### src/rtl/branch_tag_predictor.sv
// branch_tag_predictor
//   Issue-side companion of the branch execution unit. Hands out one of four
//   2-bit branch tags together with a BHT-based taken prediction for each
//   conditional branch. It consumes branch results, frees their tags and
//   trains a table of 2-bit saturating counters. On a misprediction it raises
//   a same-cycle flush that carries the redirect PC and the set of younger
//   tags to kill.
//
// Ports
//   clk, rst          clock, synchronous active-high reset
//   dec_br_valid      decoder presents a conditional branch
//   dec_br_pc         branch PC
//   dec_br_target     branch target (PC + imm)
//   dec_br_grant      branch accepted, tag/pred valid
//   dec_br_tag        allocated tag (lowest free, 0 when none)
//   dec_br_pred       predicted taken
//   pred_next_pc      fetch PC after the branch
//   br_result_en      branch unit result valid
//   br_result_tag     tag being resolved
//   br_result_addr    resolved next PC
//   br_mis_taken      prediction was wrong
//   flush_en          misprediction redirect
//   flush_addr        redirect PC
//   flush_kill_mask   tags younger than the mispredicted one
//   tag_busy          outstanding tags
//   tags_full         all four tags busy
module branch_tag_predictor #(
    parameter int ADDR_W    = 32,
    parameter int BHT_IDX_W = 6
) (
    input  logic              clk,
    input  logic              rst,
    input  logic              dec_br_valid,
    input  logic [ADDR_W-1:0] dec_br_pc,
    input  logic [ADDR_W-1:0] dec_br_target,
    output logic              dec_br_grant,
    output logic [1:0]        dec_br_tag,
    output logic              dec_br_pred,
    output logic [ADDR_W-1:0] pred_next_pc,
    input  logic              br_result_en,
    input  logic [1:0]        br_result_tag,
    input  logic [ADDR_W-1:0] br_result_addr,
    input  logic              br_mis_taken,
    output logic              flush_en,
    output logic [ADDR_W-1:0] flush_addr,
    output logic [3:0]        flush_kill_mask,
    output logic [3:0]        tag_busy,
    output logic              tags_full
);

    localparam int BHT_N = 1 << BHT_IDX_W;

    // Registered state
    logic [3:0]           busy_r;
    logic [3:0]           younger_r [4];   // younger_r[i][j]: j allocated after i
    logic [3:0]           pred_r;
    logic [BHT_IDX_W-1:0] idx_r [4];
    logic [1:0]           bht_r [BHT_N];

    // Combinational helpers
    logic                 res_valid_s;
    logic                 flush_s;
    logic [3:0]           kill_s;
    logic [3:0]           clear_s;
    logic [1:0]           alloc_tag_s;
    logic [3:0]           alloc_oh_s;
    logic                 grant_s;
    logic [BHT_IDX_W-1:0] dec_idx_s;
    logic                 pred_s;
    logic [ADDR_W-1:0]    seq_pc_s;
    logic [BHT_IDX_W-1:0] upd_idx_s;
    logic                 actual_s;
    logic [1:0]           bht_new_s;
    logic [3:0]           younger_nxt_s [4];

    // 2-bit saturating counter step towards taken (up) or not-taken (down).
    function automatic logic [1:0] sat_update(input logic [1:0] ctr, input logic up);
        logic [1:0] res;
        if (up) begin
            res = (ctr == 2'b11) ? 2'b11 : ctr + 2'b01;
        end else begin
            res = (ctr == 2'b00) ? 2'b00 : ctr - 2'b01;
        end
        return res;
    endfunction

    // Result decode: valid resolve, flush and the set of tags to release.
    always_comb begin
        res_valid_s = br_result_en & busy_r[br_result_tag];
        flush_s     = res_valid_s & br_mis_taken;
        if (flush_s) begin
            kill_s = younger_r[br_result_tag] & busy_r;
        end else begin
            kill_s = 4'b0000;
        end
        if (res_valid_s) begin
            clear_s = (4'b0001 << br_result_tag) | kill_s;
        end else begin
            clear_s = 4'b0000;
        end
        // Only the resolved tag trains the BHT; killed tags never do.
        upd_idx_s = idx_r[br_result_tag];
        actual_s  = pred_r[br_result_tag] ^ br_mis_taken;
        bht_new_s = sat_update(bht_r[upd_idx_s], actual_s);
    end

    // Allocation side: lowest free tag, prediction lookup and grant.
    always_comb begin
        if (!busy_r[0]) begin
            alloc_tag_s = 2'd0;
        end else if (!busy_r[1]) begin
            alloc_tag_s = 2'd1;
        end else if (!busy_r[2]) begin
            alloc_tag_s = 2'd2;
        end else if (!busy_r[3]) begin
            alloc_tag_s = 2'd3;
        end else begin
            alloc_tag_s = 2'd0;
        end
        // Grant works off registered busy, so a tag freed this cycle is not reused yet.
        grant_s   = dec_br_valid & ~(&busy_r) & ~flush_s;
        dec_idx_s = dec_br_pc[BHT_IDX_W+1:2];
        pred_s    = bht_r[dec_idx_s][1];
        seq_pc_s  = dec_br_pc + ADDR_W'(4);
        if (grant_s) begin
            alloc_oh_s = 4'b0001 << alloc_tag_s;
        end else begin
            alloc_oh_s = 4'b0000;
        end
    end

    // Next age matrix: released tags lose row and column, a new tag starts
    // with an empty row and becomes younger than every currently busy tag.
    always_comb begin
        for (int i = 0; i < 4; i++) begin
            for (int j = 0; j < 4; j++) begin
                if (clear_s[i] | clear_s[j]) begin
                    younger_nxt_s[i][j] = 1'b0;
                end else if (alloc_oh_s[i]) begin
                    younger_nxt_s[i][j] = 1'b0;
                end else if (alloc_oh_s[j]) begin
                    younger_nxt_s[i][j] = busy_r[i];
                end else begin
                    younger_nxt_s[i][j] = younger_r[i][j];
                end
            end
        end
    end

    // Output drive; everything reads zero while reset is asserted.
    always_comb begin
        if (rst) begin
            dec_br_grant    = 1'b0;
            dec_br_tag      = 2'd0;
            dec_br_pred     = 1'b0;
            pred_next_pc    = {ADDR_W{1'b0}};
            flush_en        = 1'b0;
            flush_addr      = {ADDR_W{1'b0}};
            flush_kill_mask = 4'b0000;
            tag_busy        = 4'b0000;
            tags_full       = 1'b0;
        end else begin
            dec_br_grant    = grant_s;
            dec_br_tag      = alloc_tag_s;
            dec_br_pred     = pred_s;
            pred_next_pc    = pred_s ? dec_br_target : seq_pc_s;
            flush_en        = flush_s;
            flush_addr      = flush_s ? br_result_addr : {ADDR_W{1'b0}};
            flush_kill_mask = kill_s;
            tag_busy        = busy_r;
            tags_full       = &busy_r;
        end
    end

    // State update: tag bookkeeping, per-tag prediction info and BHT training.
    always_ff @(posedge clk) begin
        if (rst) begin
            busy_r <= 4'b0000;
            pred_r <= 4'b0000;
            for (int i = 0; i < 4; i++) begin
                younger_r[i] <= 4'b0000;
                idx_r[i]     <= {BHT_IDX_W{1'b0}};
            end
            for (int b = 0; b < BHT_N; b++) begin
                bht_r[b] <= 2'b01;
            end
        end else begin
            busy_r <= (busy_r & ~clear_s) | alloc_oh_s;
            for (int i = 0; i < 4; i++) begin
                younger_r[i] <= younger_nxt_s[i];
            end
            if (grant_s) begin
                pred_r[alloc_tag_s] <= pred_s;
                idx_r[alloc_tag_s]  <= dec_idx_s;
            end
            if (res_valid_s) begin
                bht_r[upd_idx_s] <= bht_new_s;
            end
        end
    end

endmodule

### config.mk
export PLATFORM = sky130hd
export DESIGN_NAME = branch_tag_predictor
export DESIGN_NICKNAME = d
export VERILOG_FILES = /design/src/rtl/branch_tag_predictor.sv
export SDC_FILE = /design/constraint.sdc
export NUM_CORES = 1
export LEC_CHECK = 0
export CORE_UTILIZATION = 49
export DETAILED_ROUTE_END_ITERATION = 10
export GPL_TIMING_DRIVEN = 0
export PLACE_DENSITY = 0.77
export SYNTH_ARGS = -nofsm -noshare
export SYNTH_HDL_FRONTEND = slang
export SYNTH_SLANG_ARGS = --single-unit
### constraint.sdc
create_clock -name clk -period 3.9 [get_ports clk]
set_clock_uncertainty 0.15 [all_clocks]
set_input_delay 0.78 -clock clk [delete_from_list [all_inputs] [get_ports clk]]
set_output_delay 0.78 -clock clk [all_outputs]
set_load 0.01 [all_outputs]
==> summary.txt, run 1 <==
status -> finished with violations
violations in the final reports -> max-capacitance violations, negative setup slack
series of cell instances along the critical path -> buf_8, clkbuf_16, buf_12, mux4_2, mux4_2, nand2_2, o311ai_4, o21ai_2, buf_6, buf_8, mux2i_1, nor2_1, buf_2
core region area -> 0.0221 mm^2
part of the power in combinational logic -> 25.9%
via count -> 10300
total of hold buffers inserted after clock tree synthesis -> 0
RSZ-0062 raised after global routing -> true
final worst-path setup slack -> -0.305 ns
synthesized netlist net count -> 1177
maximum buffer depth of the clock tree -> 2
count of nets after finishing -> 1401
Slowest-stage cell, CP -> sky130_fd_sc_hd__mux4_2
worst path buffer plus inverter count -> 6
sum of overflow across all layers after global routing -> 0
Clk pwr share -> 33.1%
initial antenna violation count -> 1
Flop pwr share -> 41.1%
maximum resistive drop on vdd -> 395 uV
detailed-route wire length -> 40600 um
wire length of the first global-routing pass -> 59900 um
category of the worst setup path capture point -> output port
final standard cell area without fillers -> 0.0146 mm^2
number of instances in the synthesized netlist -> 1073
Site Rows -> 54
proportion of layout cells with a drive suffix above 1 -> 25.6%
met3 routed wirelength -> 5010 um
deepest level of the CTS H-tree -> 4
number of synthesized flops with an enable pin -> 164
leading cell type in the layout, fill and taps excluded -> sky130_fd_sc_hd__edfxtp_1
routed length on met2 -> 19100 um
Ys Warns -> 0
class of the most critical hold timing path -> reg -> reg
number of maximum-capacitance violations -> 1
vias in the first global route -> 10000
switching share of total power -> 31.8%
Num Clock Sinks -> 172
area of the mapped netlist -> 0.0112 mm^2
data required time at the worst endpoint -> 2.97 ns
TritonCTS clock tree -> yes
Internal Dissipation -> 3.48 mW
io pins -> 181
dpl cell area -> 0.0134 mm^2
detailed-routing iteration count for the pre-antenna-repair pass -> 6
post-place setup slack -> -2.13 ns
antenna viol nets, final -> 0
placed wire-length estimate after detailed placement -> 28300 um
GRT Resource Usage Total -> 34.5%
fin crit share -> 108%
switching power -> 1.62 mW
Area growth, synth to finish -> 31.0%
share of the core filled with cells in the final layout -> 66.1%
die boundary width -> 153 um
sequential fraction of the synthesis area -> 45.6%
DRC errors left -> 0
Final Slew Violations -> 0
final-report hold violation count -> 0
launching element type of the critical path -> input port
largest fanout of any net on the critical path -> 7
via density per instance -> 6.46
detailed-routing wirelength on met1 -> 14700 um
number of register bits inferred by synthesis -> 172
most frequently used flop master after synthesis -> sky130_fd_sc_hd__edfxtp_1
library cells used by synthesis -> 64
maximum operating frequency -> 238 MHz
async set-reset flop share out of synthesis -> 0%
Vert. Die Dim -> 153 um
maximum number of pins on one net before global-route repair -> 18
routed len/inst -> 25.6 um
number of setup violations in the final report -> 39
mean instance size in the synthesized netlist -> 10.4 um^2
DRC marker count from the first detailed-route iteration -> 1423
initial core utilization -> 50.5%
Ant. Diodes -> 0
number of buffers inserted during clock tree synthesis -> 17
slew at the pin closest to its max-slew limit -> 1.49 ns
power per unit of standard cell area -> 349 mW/mm^2
Worst Path Class, Setup -> in -> out
clk_lat worst skew -> 0.45 ns
Worst-path clk slew -> 0.07 ns
LEAKAGE -> 4.98 nW
top cell family by delay on the critical path -> multiplexers
highest routed layer -> met5
CP arrival -> 3.28 ns
Die ar. -> 0.0234 mm^2
minimum period implied by the final worst setup slack -> 4.21 ns
Placer Congestion -> 0.964
commonest cells after routing, fill and taps aside -> 164 x sky130_fd_sc_hd__edfxtp_1, 137 x sky130_fd_sc_hd__clkdlybuf4s50_1, 98 x sky130_fd_sc_hd__nand2_1
Filler Cell Count -> 1664
Slowest Stage Delay on Critical Path -> 0.54 ns
buffers added on ports -> 174
clock tree root driver cell -> sky130_fd_sc_hd__clkbuf_16
relative slew slack -> 0.315%
-- tightest hold or removal path, stage by stage, from the launching register on --
cell,delay (ns)
sky130_fd_sc_hd__dfxtp_1,0.34
sky130_fd_sc_hd__a21oi_1,0.07
sky130_fd_sc_hd__nor2_1,0.07
-- cell usage after synthesis, types with 9 or more instances --
| cell | number | share of area (%) |
|---|---|---|
| sky130_fd_sc_hd__nor3_2 | 44 | 3.9 |
| sky130_fd_sc_hd__nand4_1 | 9 | 0.50 |
| sky130_fd_sc_hd__nor4_2 | 16 | 1.8 |
| sky130_fd_sc_hd__buf_2 | 22 | 0.99 |
| sky130_fd_sc_hd__nor2_1 | 101 | 3.4 |
| sky130_fd_sc_hd__xnor2_1 | 14 | 1.1 |
| sky130_fd_sc_hd__a211oi_1 | 28 | 1.9 |
| sky130_fd_sc_hd__buf_6 | 15 | 1.5 |
| sky130_fd_sc_hd__edfxtp_1 | 164 | 44 |
| sky130_fd_sc_hd__nand2_1 | 102 | 3.4 |
| sky130_fd_sc_hd__nand3_1 | 81 | 3.6 |
| sky130_fd_sc_hd__and2_1 | 39 | 2.2 |
| sky130_fd_sc_hd__nor4_1 | 13 | 0.73 |
| sky130_fd_sc_hd__o22ai_1 | 15 | 0.84 |
| sky130_fd_sc_hd__a21oi_1 | 16 | 0.72 |
| sky130_fd_sc_hd__nor3_1 | 23 | 1.0 |
| sky130_fd_sc_hd__nand2b_1 | 61 | 3.4 |
| sky130_fd_sc_hd__mux2i_1 | 77 | 6.9 |
| sky130_fd_sc_hd__mux4_2 | 25 | 5.0 |
| sky130_fd_sc_hd__xor2_1 | 15 | 1.2 |
| sky130_fd_sc_hd__o21bai_1 | 15 | 1.0 |
| sky130_fd_sc_hd__clkbuf_1 | 53 | 1.8 |
| sky130_fd_sc_hd__inv_1 | 19 | 0.64 |
| sky130_fd_sc_hd__and3_1 | 11 | 0.62 |
-- layer usage --
metal / global-route usage (%) / vias up
met5: 0 / -
met4: 16.5 / 2
met3: 9.38 / 152
met2: 57.2 / 791
met1: 41.7 / 4907
li1: - / 4419
-- sequential cells by signal, summed over array words and instances (netlist names) --
name       flops
busy_r         4
idx_r         24
younger_r     12
bht_r        128
pred_r         4
-- through the flow --
stage | total power, mW | hold WS (ns) | cells | TNS [ns]
2_1_floorplan | 2.83 | 0.298 | 1073 | 0
6_report | 5.10 | 0.355 | 1590 | -8.30
3_3_place_gp | 3.28 | 0.310 | 1527 | -264.32
4_1_cts | 5.01 | 0.352 | 1588 | -8.33
5_1_grt | 5.20 | 0.360 | 1590 | -9.73
3_5_place_dp | 3.30 | 0.338 | 1527 | -281.59
-- cell families (layout without fill, tap and decap cells) --
family | count (synthesis) | after routing | share of synthesized area, %
compound gates | 123 | 123 | 7.91
xor+xnor | 29 | 29 | 2.28
fa+ha+maj | 1 | 1 | 0.112
buf+inv | 116 | 353 | 5.33
flops | 172 | 172 | 45.6
mux | 110 | 110 | 12.8
simple gates | 522 | 522 | 26.0
-- worst paths after layout --
check	endpoint	startpoint	slack (ns)	depth (start not counted)
worst max-delay path	pred_next_pc[19]	dec_br_pc[2]	-0.31	13
worst min-delay path	pred_r[0]$_SDFFE_PP0P_	pred_r[0]$_SDFFE_PP0P_	0.36	2
worst max register to register	bht_r[33][0]$_SDFFCE_PN1P_	idx_r[2][2]$_SDFFCE_PN0P_	0.14	9
worst min register to register	pred_r[0]$_SDFFE_PP0P_	pred_r[0]$_SDFFE_PP0P_	0.36	2
-- cell type report --
class,instances,area [um^2],share of cell area (%)
Buffer,94,737,5.04
Clock buffer,19,433,2.96
Clock inverter,13,134,0.916
Inverter,20,77.6,0.531
Multi-Input combinational cell,785,5900,40.4
Sequential cell,172,5080,34.8
Tap cell,280,350,2.40
Timing Repair Buffer,207,1890,12.9
-- power by group through the flow --
stage                     combinational, mW  clock (mW)  sequential [mW]
final                                  1.32        1.69             2.10
after global routing                   1.36        1.73             2.10
after CTS                              1.25        1.66             2.10
after detailed placement               1.17           0             2.14
after global placement                 1.15           0             2.13
after floorplan                       0.710           0             2.12
-- repair_timing --
item                                   in CTS  in global routing
buffers inserted                           29                  4
resized for setup                         231                 46
setup endpoints to repair                 273                205
endpoints found under the hold margin       0                  0
pin swaps                                  11                 11
gates cloned                                2                  1
(Power assumes the default switching activity.)
==> run 2, diff against run 1 <==
--- a/config.mk
+++ b/config.mk
@@ -8,3 +8,5 @@
 export CORE_UTILIZATION = 49
+export CTS_CLUSTER_SIZE = 12
 export DETAILED_ROUTE_END_ITERATION = 10
+export GPL_ROUTABILITY_DRIVEN = 0
 export GPL_TIMING_DRIVEN = 0
--- a/constraint.sdc
+++ b/constraint.sdc
@@ -4,2 +4,2 @@
 set_output_delay 0.78 -clock clk [all_outputs]
-set_load 0.01 [all_outputs]
+set_load 0.05 [all_outputs]
==> run 2 against run 1 <==
Highest routed layer is now met4. Critical path type unchanged. Largest cell class unchanged. First-iteration DRC count is 15% higher. Largest power group unchanged. The flow finishes with violations (negative setup slack). Cell count is 0.31% higher. Maximum frequency is 2.7% lower.
==> summary.txt, run 2 (synthesized netlist as in run 1, its figures left out) <==
status -> finished with violations
violations in the final reports -> negative setup slack
Flop pwr share -> 38.5% (-2.6 points)
RSZ-0062 raised after global routing -> true
number of maximum-capacitance violations -> 0 (-1)
Slowest-stage cell, CP -> sky130_fd_sc_hd__mux4_2
io pins -> 181 (unchanged)
routed len/inst -> 25.4 um (-0.70%)
flip-flop count of the largest register after layout -> 128 (unchanged)
worst path buffer plus inverter count -> 7 (+1)
detailed-route wire length -> 40500 um (-0.39%)
register bank with the most flops -> bht_r
via density per instance -> 6.44 (-0.37%)
final worst-path setup slack -> -0.422 ns (-0.117 ns)
placed wire-length estimate after detailed placement -> 28100 um (-0.57%)
minimum period implied by the final worst setup slack -> 4.32 ns (+0.117 ns)
initial antenna violation count -> 0 (-1)
worst setup path startpoint -> dec_br_pc[2]
Worst-path clk slew -> 0.08 ns (about the same)
sum of overflow across all layers after global routing -> 0 (unchanged)
Vert. Die Dim -> 153 um (unchanged)
Ant. Diodes -> 0 (unchanged)
overall power after layout -> 5.44 mW (+6.7%)
Area growth, synth to finish -> 37.5%
vias in the first global route -> 10100 (+0.95%)
slew at the pin closest to its max-slew limit -> 1.33 ns (-0.155 ns)
series of cell instances along the critical path -> buf_8, clkbuf_16, buf_12, mux4_2, mux4_2, nand2_2, o311ai_4, o21ai_2, buf_12, buf_12, buf_16, mux2i_4, nor2_4, buf_8
Slowest Stage Delay on Critical Path -> 0.52 ns (-0.02 ns)
maximum operating frequency -> 231 MHz (-2.7%)
routed length on met2 -> 19100 um (+0.35%)
antenna viol nets, final -> 0 (unchanged)
DRC errors left -> 0 (unchanged)
power per unit of standard cell area -> 355 mW/mm^2 (+1.6%)
switching power -> 1.86 mW (+15%)
TritonCTS clock tree -> yes
maximum number of pins on one net before global-route repair -> 19 (+1)
Largest regs -> bht_r: 128 flops, idx_r: 24 flops, younger_r: 12 flops
core region area -> 0.0221 mm^2 (unchanged)
number of setup violations in the final report -> 33 (-15%)
highest routed layer -> met4
wire length of the first global-routing pass -> 60300 um (+0.78%)
switching share of total power -> 34.2% (+2.4 points)
via count -> 10300 (-0.058%)
detailed-routing wirelength on met1 -> 14400 um (-1.7%)
Num Clock Sinks -> 172 (unchanged)
start point of the worst hold path -> pred_r[2]$_SDFFE_PP0P_
part of the power in combinational logic -> 30.1% (+4.2 points)
top cell family by delay on the critical path -> multiplexers
largest fanout of any net on the critical path -> 8 (+1)
detailed-routing iteration count for the pre-antenna-repair pass -> 6 (unchanged)
met3 routed wirelength -> 4750 um (-5.2%)
relative slew slack -> 11.0% (+11 points)
launching element type of the critical path -> input port
DRC marker count from the first detailed-route iteration -> 1631 (+15%)
maximum resistive drop on vdd -> 349 uV (-12%)
Clk pwr share -> 31.4% (-1.7 points)
leading cell type in the layout, fill and taps excluded -> sky130_fd_sc_hd__edfxtp_1
Die ar. -> 0.0234 mm^2 (unchanged)
final-report hold violation count -> 0 (unchanged)
LEAKAGE -> 5.26 nW (+5.6%)
Worst Path Class, Setup -> in -> out
data required time at the worst endpoint -> 2.97 ns (about the same)
count of nets after finishing -> 1406 (+0.36%)
die boundary width -> 153 um (unchanged)
buffers added on ports -> 174 (unchanged)
clock tree root driver cell -> sky130_fd_sc_hd__clkbuf_16
maximum buffer depth of the clock tree -> 2 (unchanged)
Final Slew Violations -> 0 (unchanged)
class of the most critical hold timing path -> reg -> reg
critical register-to-register path startpoint -> idx_r[2][3]$_SDFFCE_PN0P_
initial core utilization -> 50.5% (unchanged)
Hold Slack -> 0.330 ns (-0.0250 ns)
CP arrival -> 3.39 ns (+0.11 ns)
number of buffers inserted during clock tree synthesis -> 17 (unchanged)
Site Rows -> 54 (unchanged)
CP dominant cell by count -> sky130_fd_sc_hd__buf_12
proportion of layout cells with a drive suffix above 1 -> 31.1% (+5.5 points)
share of the core filled with cells in the final layout -> 69.4% (+3.3 points)
clk_lat worst skew -> 0.46 ns (about the same)
deepest level of the CTS H-tree -> 4 (unchanged)
post-layout instance count excluding filler cells -> 1595 (+0.31%)
Cells after DPL -> 1527 (unchanged)
commonest cells after routing, fill and taps aside -> 164 x sky130_fd_sc_hd__edfxtp_1, 100 x sky130_fd_sc_hd__clkdlybuf4s50_1, 96 x sky130_fd_sc_hd__nand2_1
category of the worst setup path capture point -> output port
fin crit share -> 111% (+3.0 points)
GRT Resource Usage Total -> 34.8% (+0.31 points)
Internal Dissipation -> 3.58 mW (+2.9%)
==> run 2: changes by cell type in the layout (fill, tap and decap cells not counted), moves of 14 or more <==
cell / previous run / this run
sky130_fd_sc_hd__a211oi_2: 25 / 0
sky130_fd_sc_hd__a211oi_4: 0 / 25
sky130_fd_sc_hd__buf_2: 43 / 29
sky130_fd_sc_hd__buf_6: 26 / 53
sky130_fd_sc_hd__clkdlybuf4s50_1: 137 / 100
sky130_fd_sc_hd__nor2_1: 88 / 67
sky130_fd_sc_hd__nor2_4: 2 / 23
==> run 2: worst reg2reg max path, delay by kind of cell (launching register included) <==
family	cells	cell delay (ns)
DFF	1	0.39
AOI/OAI and AO/OA	3	0.56
and+or+nand+nor	2	0.50
buffers and inverters	3	1.18
muxes	1	0.64
==> run 2: path summary, 6_finish.rpt <==
path                                                   end  slack, ns  cells past startpoint
worst max-delay path                       pred_next_pc[5]      -0.42                     14
worst min-delay path                pred_r[2]$_SDFFE_PP0P_       0.33                      2
worst max register to register  bht_r[19][1]$_SDFFCE_PN0P_       0.21                      9
worst min register to register      pred_r[2]$_SDFFE_PP0P_       0.33                      2
==> run 2: through the flow <==
stage          setup TNS, ns  setup WS [ns]  instance area (um^2)
2_1_floorplan          -3.54         -0.170                 11800
3_3_place_gp         -236.48          -1.84                 13900
3_5_place_dp         -250.20          -1.83                 13900
4_1_cts               -10.72         -0.414                 15300
5_1_grt               -18.17         -0.470                 15300
6_report              -11.70         -0.422                 15300
==> run 2: what timing repair did <==
item                       4_1_cts  5_1_grt
cloned                           6        1
hold buffers                     0        0
pin swaps                       10       11
setup buffers                   23       13
gates resized for setup        442       81
setup endpoints to repair      255      209
==> run 2: power by group through the flow <==
stage / Sequential [mW] / Clock, mW / Combinational, mW
after floorplan: 2.12 / 0 / 0.919
after global placement: 2.13 / 0 / 1.36
after detailed placement: 2.14 / 0 / 1.37
after CTS: 2.10 / 1.69 / 1.57
after global routing: 2.10 / 1.75 / 1.69
final: 2.10 / 1.71 / 1.64
==> run 2: per-layer routing <==
layer | vias up | track usage, %
li1 | 4406 | -
met4 | 0 | 20.6
met5 | - | 0
met1 | 4909 | 42.1
met3 | 169 | 8.90
met2 | 781 | 56.4
==> run 2: cell type report <==
type,instances,area [um^2]
clock inverter,14,143
sequential,172,5080
clock buffer,18,439
tap,280,350
timing repair buffer,211,2130
buffer,94,766
fill,1592,6760
inverter,20,75.1
multi-input combinational,786,6350
==> run 3, diff against run 2 <==
- PLACE_DENSITY: 0.77 -> 0.75
==> run 3 against run 2 <==
The flow still finishes with violations (negative setup slack). Core utilization grew 1.1 points. Clock-buffer cell count shrank 1. Via count decreased by 1.4%. Flip-flop and latch count stayed put. Non-clock buffer count decreased by 6. Sequential share of layout area decreased by 0.52 points. First-iteration DRC count down 21%. Combinational power is essentially flat. Clock power increased by 5%. Largest cell class unchanged. Highest routed layer unchanged.
==> summary.txt, run 3 (synthesized netlist as in run 1, its figures left out) <==
status -> finished with violations
violations in the final reports -> negative setup slack
power per unit of standard cell area -> 356 mW/mm^2 (+0.40%)
clk_lat worst skew -> 0.45 ns (about the same)
leading cell type in the layout, fill and taps excluded -> sky130_fd_sc_hd__edfxtp_1
detailed-routing iteration count for the pre-antenna-repair pass -> 5 (-1)
total of hold buffers inserted after clock tree synthesis -> 0 (unchanged)
minimum period implied by the final worst setup slack -> 4.30 ns (-0.0174 ns)
register bank with the most flops -> bht_r
series of cell instances along the critical path -> buf_8, clkbuf_16, buf_16, mux4_2, mux4_2, nand2_2, o311ai_4, o21ai_4, buf_8, clkbuf_16, nor2_4, a211oi_4, buf_6
Hold Path Stages -> 2 (unchanged)
sum of overflow across all layers after global routing -> 0 (unchanged)
reg2reg path depth -> 12 (+3)
GRT Resource Usage Total -> 34.4% (-0.42 points)
LEAKAGE -> 5.22 nW (-0.83%)
Worst Path Class, Setup -> in -> out
CP arrival -> 3.37 ns (-0.02 ns)
clock tree root driver cell -> sky130_fd_sc_hd__clkbuf_16
DRC marker count from the first detailed-route iteration -> 1290 (-21%)
Num Clock Sinks -> 172 (unchanged)
Site Rows -> 54 (unchanged)
die boundary width -> 153 um (unchanged)
Hold Slack -> 0.342 ns (+0.0119 ns)
via count -> 10100 (-1.4%)
via density per instance -> 6.37 (-0.97%)
maximum buffer depth of the clock tree -> 2 (unchanged)
antenna viol nets, final -> 0 (unchanged)
data required time at the worst endpoint -> 2.97 ns (about the same)
worst path buffer plus inverter count -> 6 (-1)
largest fanout of any net on the critical path -> 7 (-1)
post-layout instance count excluding filler cells -> 1588 (-0.44%)
category of the worst setup path capture point -> output port
initial antenna violation count -> 0 (unchanged)
Area growth, synth to finish -> 39.7%
wire length of the first global-routing pass -> 59400 um (-1.6%)
Sum Neg Setup Slack -> -11.34 ns (+0.363 ns)
placed wire-length estimate after detailed placement -> 27900 um (-0.83%)
buffers added on ports -> 174 (unchanged)
RSZ-0062 raised after global routing -> true
maximum number of pins on one net before global-route repair -> 18 (-1)
number of buffers inserted during clock tree synthesis -> 17 (unchanged)
commonest cells after routing, fill and taps aside -> 164 x sky130_fd_sc_hd__edfxtp_1, 100 x sky130_fd_sc_hd__clkdlybuf4s50_1, 96 x sky130_fd_sc_hd__nand2_1
flip-flop count of the largest register after layout -> 128 (unchanged)
maximum operating frequency -> 232 MHz (+0.40%)
Cells after DPL -> 1527 (unchanged)
final standard cell area without fillers -> 0.0156 mm^2 (+1.6%)
Final Slew Violations -> 0 (unchanged)
relative slew slack -> 10.1% (-0.99 points)
maximum resistive drop on vdd -> 336 uV (-3.6%)
TritonCTS clock tree -> yes
initial core utilization -> 50.5% (unchanged)
class of the most critical hold timing path -> reg -> reg
routed len/inst -> 25.6 um (+0.76%)
Die ar. -> 0.0234 mm^2 (unchanged)
Worst-path clk slew -> 0.07 ns (about the same)
io pins -> 181 (unchanged)
Vert. Die Dim -> 153 um (unchanged)
launching element type of the critical path -> input port
slew at the pin closest to its max-slew limit -> 1.35 ns (+0.0148 ns)
Slowest-stage cell, CP -> sky130_fd_sc_hd__mux4_2
detailed-route wire length -> 40600 um (+0.32%)
share of the core filled with cells in the final layout -> 70.5% (+1.1 points)
core region area -> 0.0221 mm^2 (unchanged)
dpl cell area -> 0.0139 mm^2 (about the same)
DRC errors left -> 0 (unchanged)
Ant. Diodes -> 0 (unchanged)
deepest level of the CTS H-tree -> 4 (unchanged)
final-report hold violation count -> 0 (unchanged)
number of maximum-capacitance violations -> 0 (unchanged)
top cell family by delay on the critical path -> multiplexers
vias in the first global route -> 9940 (-1.8%)
stages on the worst setup path -> 13 (-1)
Slowest Stage Delay on Critical Path -> 0.56 ns (+0.04 ns)
number of setup violations in the final report -> 33 (unchanged)
proportion of layout cells with a drive suffix above 1 -> 31.4% (+0.32 points)
final worst-path setup slack -> -0.405 ns (+0.0174 ns)
count of nets after finishing -> 1399 (-0.50%)
fin crit share -> 110% (-0.45 points)
Largest regs -> bht_r: 128 flops, idx_r: 24 flops, younger_r: 12 flops
## run 3: cell count changes in the layout (fill, tap and decap cells not counted), moves of 4 or more
cell,before,now
sky130_fd_sc_hd__o221ai_2,4,0
sky130_fd_sc_hd__mux2i_2,1,6
sky130_fd_sc_hd__nand2_2,6,2
sky130_fd_sc_hd__o221ai_4,0,4
sky130_fd_sc_hd__mux2i_1,68,63
sky130_fd_sc_hd__clkdlybuf4s15_2,8,29
sky130_fd_sc_hd__nor2_4,23,27
sky130_fd_sc_hd__buf_2,29,11
sky130_fd_sc_hd__clkdlybuf4s18_2,4,0
sky130_fd_sc_hd__inv_8,6,1
## run 3: tightest hold or removal path, delay by kind of cell (launching register included)
family           cells  cell delay (ns)
AO/OA/AOI/OAI        1             0.06
flip-flops           1             0.32
AND/OR/NAND/NOR      1             0.07
## run 3: layout make-up
type | instances | area, um^2
plain buffers | 95 | 795
clock buffers | 17 | 425
clock inverters | 15 | 183
fillers | 1541 | 6510
inverters | 20 | 77.6
multi-input cells | 785 | 6480
flip-flops and latches | 172 | 5080
well taps | 280 | 350
repair buffers | 204 | 2190
## run 3: worst paths after layout
kind                                                 from                         to  slack (ns)
worst max-delay path                         dec_br_pc[2]           pred_next_pc[15]       -0.40
worst min-delay path               pred_r[1]$_SDFFE_PP0P_     pred_r[1]$_SDFFE_PP0P_        0.34
worst max register to register  idx_r[2][2]$_SDFFCE_PN0P_  bht_r[5][0]$_SDFFCE_PN1P_        0.18
worst min register to register     pred_r[1]$_SDFFE_PP0P_     pred_r[1]$_SDFFE_PP0P_        0.34
## run 3: what timing repair did
action | CTS | global route
cloned | 6 | 0
setup endpoints to repair | 230 | 204
setup buffers | 20 | 6
pin swaps | 8 | 16
gates resized for setup | 445 | 66
## run 3: layer usage
layer  GRT usage, %  share of wire (%)
met1           41.6                 36
met2           56.2                 48
met3           9.04                 12
met4           18.7                4.9
met5              0                  0
## run 3: where the power goes
part	internal (mW)	switching, mW	leakage [nW]
combinational	0.653	1.01	3.37
sequential	2.07	0.0280	1.54
clock	0.970	0.823	0.298
## run 3: per-stage QoR
stage               power, mW  setup slack, ns
floorplan                3.04           -0.170
global placement         3.49            -1.96
detailed placement       3.51            -1.97
CTS                      5.41           -0.386
global route             5.65           -0.412
finish                   5.55           -0.405
